<file path="src/rtl/imem_loader_pkg.sv">
// ---------------------------------------------------------------------------
// imem_loader_pkg
//
// Shared definitions for the instruction memory loader and the fetch side.
//   - loader_state_e : encoding of the loader FSM states
//   - BYTES_PER_WORD : number of memory bytes per 32-bit instruction word
//   - msbFirstByte() : byte-order rule; byte index 0 is the most significant
//                      byte and lives at the lowest address of the word
// ---------------------------------------------------------------------------
package imem_loader_pkg;

  localparam int BYTES_PER_WORD = 4;

  typedef enum logic [1:0] {
    IDLE   = 2'd0,
    WAIT   = 2'd1,
    WRITE  = 2'd2,
    FINISH = 2'd3
  } loader_state_e;

  // Big-endian byte selection: the fetch unit reassembles words in the same
  // order, so both sides must agree on this mapping.
  function automatic logic [7:0] msbFirstByte(input logic [31:0] word,
                                              input logic [1:0]  idx);
    logic [7:0] sel;
    case (idx)
      2'd0: sel = word[31:24];
      2'd1: sel = word[23:16];
      2'd2: sel = word[15:8];
      2'd3: sel = word[7:0];
    endcase
    return sel;
  endfunction

endpackage

</file>
<file path="src/rtl/imem_loader_serializer.sv">
// ---------------------------------------------------------------------------
// word_byte_serializer
//
// Holds one 32-bit instruction word and steps through its four bytes in
// memory order, presenting a registered byte and its index within the word.
//
// Ports:
//   CLK        : clock, rising edge
//   Reset      : synchronous, active-low reset
//   load_i     : capture word_i and present byte 0 on the next cycle
//   step_i     : advance to the next byte (holds at the final byte)
//   word_i     : word to serialize
//   byteIdx_o  : index of the byte currently presented (0..3)
//   byte_o     : registered byte currently presented
//   lastByte_o : the presented byte is the final byte of the word
// ---------------------------------------------------------------------------
module word_byte_serializer
  import imem_loader_pkg::*;
(
  input  logic        CLK,
  input  logic        Reset,
  input  logic        load_i,
  input  logic        step_i,
  input  logic [31:0] word_i,
  output logic [1:0]  byteIdx_o,
  output logic [7:0]  byte_o,
  output logic        lastByte_o
);

  logic [31:0] word_q, word_d;
  logic [1:0]  idx_q, idx_d;
  logic [7:0]  byte_q, byte_d;

  // A load takes priority over stepping: byte 0 of the incoming word is
  // selected straight from the input so it can be presented on the very next
  // cycle. Stepping stops at the last byte so the index never wraps back.
  always_comb begin
    word_d = word_q;
    idx_d  = idx_q;
    byte_d = byte_q;
    if (load_i) begin
      word_d = word_i;
      idx_d  = 2'd0;
      byte_d = msbFirstByte(word_i, 2'd0);
    end else if (step_i && (idx_q != 2'd3)) begin
      idx_d  = idx_q + 2'd1;
      byte_d = msbFirstByte(word_q, idx_q + 2'd1);
    end
  end

  // Holding registers; cleared on reset so the byte and index outputs read 0.
  always_ff @(posedge CLK) begin
    if (!Reset) begin
      word_q <= '0;
      idx_q  <= '0;
      byte_q <= '0;
    end else begin
      word_q <= word_d;
      idx_q  <= idx_d;
      byte_q <= byte_d;
    end
  end

  assign byteIdx_o  = idx_q;
  assign byte_o     = byte_q;
  assign lastByte_o = (idx_q == 2'd3);

endmodule

</file>
<file path="src/rtl/imem_loader.sv">
// ---------------------------------------------------------------------------
// imem_loader
//
// Writer side of the byte-wide instruction memory. Accepts 32-bit words over
// a valid/ready stream and writes each as four consecutive bytes, MSB first,
// starting at address 0. Holds the CPU stalled (busy) until the image is in.
//
// Parameters:
//   DEPTH : memory size in bytes (multiple of 4, power of 2)
//   AW    : byte address width, log2(DEPTH)
//
// Ports:
//   CLK          : clock, rising edge
//   Reset        : synchronous, active-low reset
//   start        : one-cycle pulse, begins a load at address 0 (ignored if busy)
//   in_valid     : in_word / in_last are valid
//   in_ready     : loader accepts a word this cycle (decoded from state)
//   in_word      : instruction word
//   in_last      : current word is the final word of the image
//   mem_we       : memory write enable
//   mem_addr     : byte address of the write
//   mem_wdata    : byte to write
//   busy         : load in progress, drives the CPU stall
//   done         : image loaded, sticky until next start or reset
//   overflow     : image larger than DEPTH, sticky until next start or reset
//   words_loaded : number of words fully written
// ---------------------------------------------------------------------------
module imem_loader #(
  parameter int DEPTH = 64,
  parameter int AW    = 6
) (
  input  logic          CLK,
  input  logic          Reset,
  input  logic          start,
  input  logic          in_valid,
  output logic          in_ready,
  input  logic [31:0]   in_word,
  input  logic          in_last,
  output logic          mem_we,
  output logic [AW-1:0] mem_addr,
  output logic [7:0]    mem_wdata,
  output logic          busy,
  output logic          done,
  output logic          overflow,
  output logic [AW-2:0] words_loaded
);

  import imem_loader_pkg::*;

  loader_state_e state_q, state_d;

  logic [AW-1:0] base_q, base_d;
  logic          last_q, last_d;
  logic [AW-2:0] wordsLoaded_q, wordsLoaded_d;
  logic          done_q, done_d;
  logic          overflow_q, overflow_d;
  logic          memWe_q, memWe_d;
  logic          busy_q, busy_d;

  logic          accept;
  logic          memFull;
  logic [1:0]    byteIdx;
  logic [7:0]    byteOut;
  logic          lastByte;

  assign in_ready = (state_q == WAIT);
  assign accept   = in_ready && in_valid;

  // The word being written is the last one that fits when its base sits at
  // DEPTH-4; stepping past it would wrap the address back to 0.
  assign memFull = (base_q == AW'(DEPTH - BYTES_PER_WORD));

  word_byte_serializer u_serializer (
    .CLK        (CLK),
    .Reset      (Reset),
    .load_i     (accept),
    .step_i     (state_q == WRITE),
    .word_i     (in_word),
    .byteIdx_o  (byteIdx),
    .byte_o     (byteOut),
    .lastByte_o (lastByte)
  );

  // State register plus the registered outputs and datapath state. A reset
  // anywhere, including mid-word, drops every output to 0 immediately.
  always_ff @(posedge CLK) begin
    if (!Reset) begin
      state_q       <= IDLE;
      base_q        <= '0;
      last_q        <= 1'b0;
      wordsLoaded_q <= '0;
      done_q        <= 1'b0;
      overflow_q    <= 1'b0;
      memWe_q       <= 1'b0;
      busy_q        <= 1'b0;
    end else begin
      state_q       <= state_d;
      base_q        <= base_d;
      last_q        <= last_d;
      wordsLoaded_q <= wordsLoaded_d;
      done_q        <= done_d;
      overflow_q    <= overflow_d;
      memWe_q       <= memWe_d;
      busy_q        <= busy_d;
    end
  end

  // Next-state logic. A word ends after its fourth byte; the latched last
  // flag wins over the full check so an exactly filled memory reports done.
  always_comb begin
    state_d = state_q;
    case (state_q)
      IDLE: begin
        if (start) begin
          state_d = WAIT;
        end
      end
      WAIT: begin
        if (in_valid) begin
          state_d = WRITE;
        end
      end
      WRITE: begin
        if (lastByte) begin
          if (last_q) begin
            state_d = FINISH;
          end else if (memFull) begin
            state_d = IDLE;
          end else begin
            state_d = WAIT;
          end
        end
      end
      FINISH: begin
        state_d = IDLE;
      end
    endcase
  end

  // Output and datapath logic. Write enable and busy are computed from the
  // upcoming state so that their registers line up with that state.
  always_comb begin
    base_d        = base_q;
    last_d        = last_q;
    wordsLoaded_d = wordsLoaded_q;
    done_d        = done_q;
    overflow_d    = overflow_q;
    memWe_d       = (state_d == WRITE);
    busy_d        = (state_d != IDLE);
    case (state_q)
      IDLE: begin
        if (start) begin
          base_d        = '0;
          wordsLoaded_d = '0;
          done_d        = 1'b0;
          overflow_d    = 1'b0;
        end
      end
      WAIT: begin
        if (in_valid) begin
          last_d = in_last;
        end
      end
      WRITE: begin
        if (lastByte) begin
          wordsLoaded_d = wordsLoaded_q + (AW-1)'(1);
          base_d        = base_q + AW'(BYTES_PER_WORD);
          if (!last_q && memFull) begin
            overflow_d = 1'b1;
          end
        end
      end
      FINISH: begin
        done_d = 1'b1;
      end
    endcase
  end

  // The base is 4-aligned, so base+k is just the byte index in the low bits.
  assign mem_addr     = {base_q[AW-1:2], byteIdx};
  assign mem_wdata    = byteOut;
  assign mem_we       = memWe_q;
  assign busy         = busy_q;
  assign done         = done_q;
  assign overflow     = overflow_q;
  assign words_loaded = wordsLoaded_q;

endmodule
</file>
<file path="config.mk">
export PLATFORM = sky130hd
export DESIGN_NAME = imem_loader
export DESIGN_NICKNAME = d
export VERILOG_FILES = /design/src/rtl/imem_loader_pkg.sv /design/src/rtl/imem_loader_serializer.sv /design/src/rtl/imem_loader.sv
export SDC_FILE = /design/constraint.sdc
export NUM_CORES = 1
export LEC_CHECK = 0
export CAP_MARGIN = 10
export CORE_MARGIN = 10
export CORE_UTILIZATION = 55
export CTS_BUF_LIST = sky130_fd_sc_hd__clkbuf_8
export CTS_CLUSTER_SIZE = 40
export DETAILED_ROUTE_END_ITERATION = 6
export PLACE_DENSITY = 0.83
export SLEW_MARGIN = 20
export SYNTH_ARGS = -nofsm -noshare
export SYNTH_HDL_FRONTEND = slang
export SYNTH_SLANG_ARGS = --single-unit
export TNS_END_PERCENT = 50
</file>
<file path="constraint.sdc">
create_clock -name CLK -period 5.3 [get_ports CLK]
set_clock_uncertainty 0.2 [all_clocks]
set_input_delay 1.325 -clock CLK [delete_from_list [all_inputs] [get_ports CLK]]
set_output_delay 1.325 -clock CLK [all_outputs]
set_load 0.02 [all_outputs]
</file>
# Yosys cells after proc, flatten, opt, wreduce, memory -nomap -nowiden
# Index checks and enable logic that the tools add are counted.
# word_totals
elab_cells	63
rom_bits	0
register_bits	60
memories	0
mem_bits_rw	0
latch_bits	0
output_inout_bits	24
# classes
multipliers	0
magnitude_cmp	0
n_eq_ne	13
add_sub_neg	3
muxes	20
n_shift	0
bitwise	1
n_reduce_logical	15
div	0
# op_table
op	count
one-hot mux 8 bit (4 select lines)	1
two-way mux 8 bit	2
== test 2 bit (second input constant)	6
two-way mux 6 bit	2
one-hot mux 6 bit (2 select lines)	1
two-way mux 5 bit	2
one-hot mux 5 bit (2 select lines)	1
two-way mux 2 bit	4
!= test 2 bit (second input constant)	4
one-hot mux 2 bit (4 select lines)	1
nonzero test 2 bit	4
adder 6 x 3 -> 6 bit (second input constant)	1
== test 6 bit (second input constant)	1
adder 5 x 1 -> 5 bit (second input constant)	1
== test 2 x 1 -> 1 bit (second input constant)	2
zero test 2 bit	2
two-way mux 1 bit	4
one-hot mux 1 bit (2 select lines)	2
AND reduction 2 bit	2
AND reduction 4 bit	1
logical AND 1 bit	3
AND reduction 3 bit	1
adder 2 x 1 -> 2 bit (second input constant)	1
OR reduction 2 bit	1
other kinds (2)	2

# Longest topological paths before layout
# logic_depth
word_depth	6
mapped_depth	6
ltp_nobuf	5

# By module
# From an unflattened synthesis, not the netlist that was laid out.
# hier_totals
hier_cells	225
area_unflattened_um2	2259.7
# modules_own_cells
module	n_inst	area_each_um2	seq_area_each_um2	cells_each
word_byte_serializer	1	1527.7	680.7	147
imem_loader	1	732.0	320.3	78

# Least setup slack after synthesis
# Ideal clock, no wire load.
# synth_timing
path_kind	register to output
from	reg state_q[0]
to	out in_ready
path_stages_with_launch	5
arrival_ns	1.121
slack_ns	2.654
required_ns	3.775
path_cell_list	dfxtp_1 -> buf_2 -> buf_2 -> inv_1 -> nor2_1
# synth_via
elab_chain_cells	1
# synth_rtl
element	line	source
start, declared	imem_loader.sv:50	loader_state_e state_q, state_d;
start signal, assigned	imem_loader.sv:97	state_q <= state_d;
== test 2 x 1 -> 1 bit	imem_loader.sv:66	assign in_ready = (state_q == WAIT);
end, declared	imem_loader.sv:36	output logic in_ready,
# Every way passes these cells.

# Worst setup path in the final report
# Same ends and word-level chain as after synthesis.

==> impl_metrics.env <==
export IMPL_cts_buffers=9
export IMPL_fin_crit_ns=3.654
export IMPL_die_area_um2=7966
export IMPL_setup_ws_ns=1.646
export IMPL_crit_arrival_ns=2.13
export IMPL_drt_initial_drc_count=169
export IMPL_max_freq_mhz=273.7
export IMPL_die_y_um=89.25
export IMPL_layout_common_cells="70 x nand2_1, 60 x clkdlybuf4s50_1, 58 x dfxtp_1"
export IMPL_dieWidth_um=89.25
export IMPL_drive_above_1_share_pct=6.704
export IMPL_critPathKind="reg -> out"
export IMPL_cp_end_kind="primary output"
export IMPL_cts_resized=0
export IMPL_antenna_found_initial=0
export IMPL_status="completed"
export IMPL_vdd_drop_max_v=0.0001690
export IMPL_dpl_instance_area_um2=3203
export IMPL_hold_viol_final=0
export IMPL_finalSetupTns_ns=0
export IMPL_netlist_area_um2=2638
export IMPL_holdWs_ns=0.2520
export IMPL_syn_num_nets=348
export IMPL_routed_via_density=5.704
export IMPL_grt_pass1_wl_um=10430
export IMPL_route_detailed_drc=0
export IMPL_diodes=0
export IMPL_synthArstFlopShare_pct=0
export IMPL_num_vias=2350
export IMPL_grt_max_degree=54
export IMPL_clock_latency_ns=0.34
export IMPL_place_gp_congestion=0.8057
export IMPL_setup_violations=0
export IMPL_p_comb_share_pct=13.8
export IMPL_nNetsFinal=397
export IMPL_design_area_um2=3386
export IMPL_cp_start_kind="flip-flop"
export IMPL_finish_utilization_pct=72.16
export IMPL_p_clk_share_pct=37.8
export IMPL_p_sw_mw=0.2503
export IMPL_grt_ovfl_total=0
export IMPL_internal_power_mw=0.7296
export IMPL_cts_sinks=58
export IMPL_fill_cells=381
export IMPL_period_share_pct=68.94
export IMPL_numPortBuffers=60
export IMPL_clock_root_buffer="clkbuf_8"
export IMPL_ys_seq_elements=58
export IMPL_dominantRegCellSynth="dfxtp_1"
export IMPL_syn_avg_cell_area_um2=8.676
export IMPL_multi_input_area_um2=1303
export IMPL_cts_reportedPaths_clkPinSlew_ns=0.06
export IMPL_crit_fanout=24
export IMPL_first_global_vias=2272
export IMPL_syn_inst=304
export IMPL_p_leak_nw=1.199
export IMPL_power_frac_seq_pct=48.4
export IMPL_num_rows=25
export IMPL_antenna_left=0
export IMPL_reg2reg_slack_ns=2.61
export IMPL_cts_tree="done"
export IMPL_yosysSeqAreaShare_pct=44.02
export IMPL_power_density_nw_per_um2=289.4
export IMPL_dp_cells=396
export IMPL_initial_utilization_pct=56.21
export IMPL_place_ws_ns=1.664
export IMPL_switching_share_pct=25.55
export IMPL_cts_hold_buf=0
export IMPL_placeableCoreArea_um2=4692
export IMPL_min_path_type="reg -> reg"
export IMPL_seqCellArea_um2=1161
export IMPL_htreeDepth=3
export IMPL_wl_um=6633
export IMPL_cts_buffer_depth=2
export IMPL_synth_distinct_cells=39
export IMPL_hpwl_um=4666
export IMPL_rsz0062_at_grt="no"
export IMPL_final_cells=412
export IMPL_finalMaxSlewViolations=0
export IMPL_critPathRequiredTime_ns=3.77
export IMPL_yosys_warnings=0
export IMPL_track_usage_pct=16.73
export IMPL_wl_per_cell_um=16.10
export IMPL_maxCapViolations=0
export IMPL_area_delta_synth_final_pct=28.37
export IMPL_worst_pin_slew_ns=1.045
export IMPL_finalPower_mw=0.9800
export IMPL_pin_count=61
export IMPL_cts_setup_buffers=0
export IMPL_max_slew_margin_pct=30.35
export IMPL_synth_edff_count=0
export IMPL_drtPass1Iterations=4
export IMPL_final_common_cell="nand2_1"
flip-flops by register name (all words and copies together) (netlist names):
name	flops
busy	1
u_serializer.byteIdx_o	2
done	1
words_loaded	5
last_q	1
u_serializer.word_q	32
mem_we	1
base_q	4
overflow	1
u_serializer.byte_o	8
state_q	2
power by group through the flow:
stage	Sequential, mW	Clock, mW	Combinational (mW)
2_1_floorplan	0.487	0	0.0694
3_3_place_gp	0.482	0	0.134
3_5_place_dp	0.484	0	0.135
4_1_cts	0.474	0.372	0.137
5_1_grt	0.476	0.392	0.147
6_report	0.474	0.370	0.136
Yosys cell counts, types with 2 or more instances:
cell type / instances / area (um^2)
buf_2: 13 / 65.06
nand2b_1: 3 / 18.77
a21boi_0: 35 / 262.8
mux2i_1: 2 / 20.02
a221oi_1: 8 / 70.07
o21ai_0: 3 / 15.01
o221a_2: 7 / 78.83
o21a_1: 8 / 60.06
nand2_1: 70 / 262.8
o22ai_1: 2 / 12.51
inv_1: 15 / 56.30
o31a_1: 2 / 17.52
ha_1: 7 / 87.58
and2_1: 2 / 12.51
dfxtp_1: 58 / 1161
a21oi_1: 15 / 75.07
nand3_1: 3 / 15.01
nor2b_1: 2 / 12.51
nor2_1: 6 / 22.52
o31ai_1: 4 / 30.03
nand4_1: 2 / 12.51
clkbuf_1: 9 / 33.78
a22oi_1: 8 / 60.06
or4_1: 5 / 37.54
routing by layer:
layer | track usage, % | vias to the layer above | part of all wire, %
met4 | 9.682 | 0 | 2.5
met5 | 0 | - | 0
li1 | - | 1168 | -
met2 | 27.00 | 61 | 47
met1 | 19.63 | 1108 | 45
met3 | 4.284 | 13 | 5.5
worst max-delay path, cell delays in order, from the launching register on:
cell and delay, ns:
dfxtp_1 0.82, inv_1 0.21, nor2_1 0.15, clkdlybuf4s50_1 0.62
layout make-up:
cell class | count | share of cell area [%]
repair buffers | 62 | 18.18
clock buffers | 12 | 4.878
well taps | 54 | 1.996
clock inverters | 4 | 0.5174
inverters | 15 | 1.663
multi-input cells | 207 | 38.47
flip-flops and latches | 58 | 34.29
logic make-up after synthesis:
| group | Yosys count | share of synthesized area (%) |
|---|---|---|
| xor gates and xnor gates | 1 | 0.3321 |
| AOI/OAI and AO/OA | 96 | 27.13 |
| DFF | 58 | 44.02 |
| buffers and inverters | 39 | 6.594 |
| and+or+nand+nor | 101 | 17.84 |
| adders and majority gates | 7 | 3.321 |
| muxes | 2 | 0.7590 |
path summary, 6_finish.rpt:
check,from,cells past startpoint,end
worst min register to register,overflow$_SDFFE_PN0P_,2,overflow$_SDFFE_PN0P_
worst min-delay path,overflow$_SDFFE_PN0P_,2,overflow$_SDFFE_PN0P_
worst max register to register,state_q[0]$_SDFF_PN0_,4,u_serializer.word_q[10]$_SDFFE_PN0P_
worst max-delay path,state_q[0]$_SDFF_PN0_,3,in_ready
No activity file was read; power rests on OpenSTA's default activity.
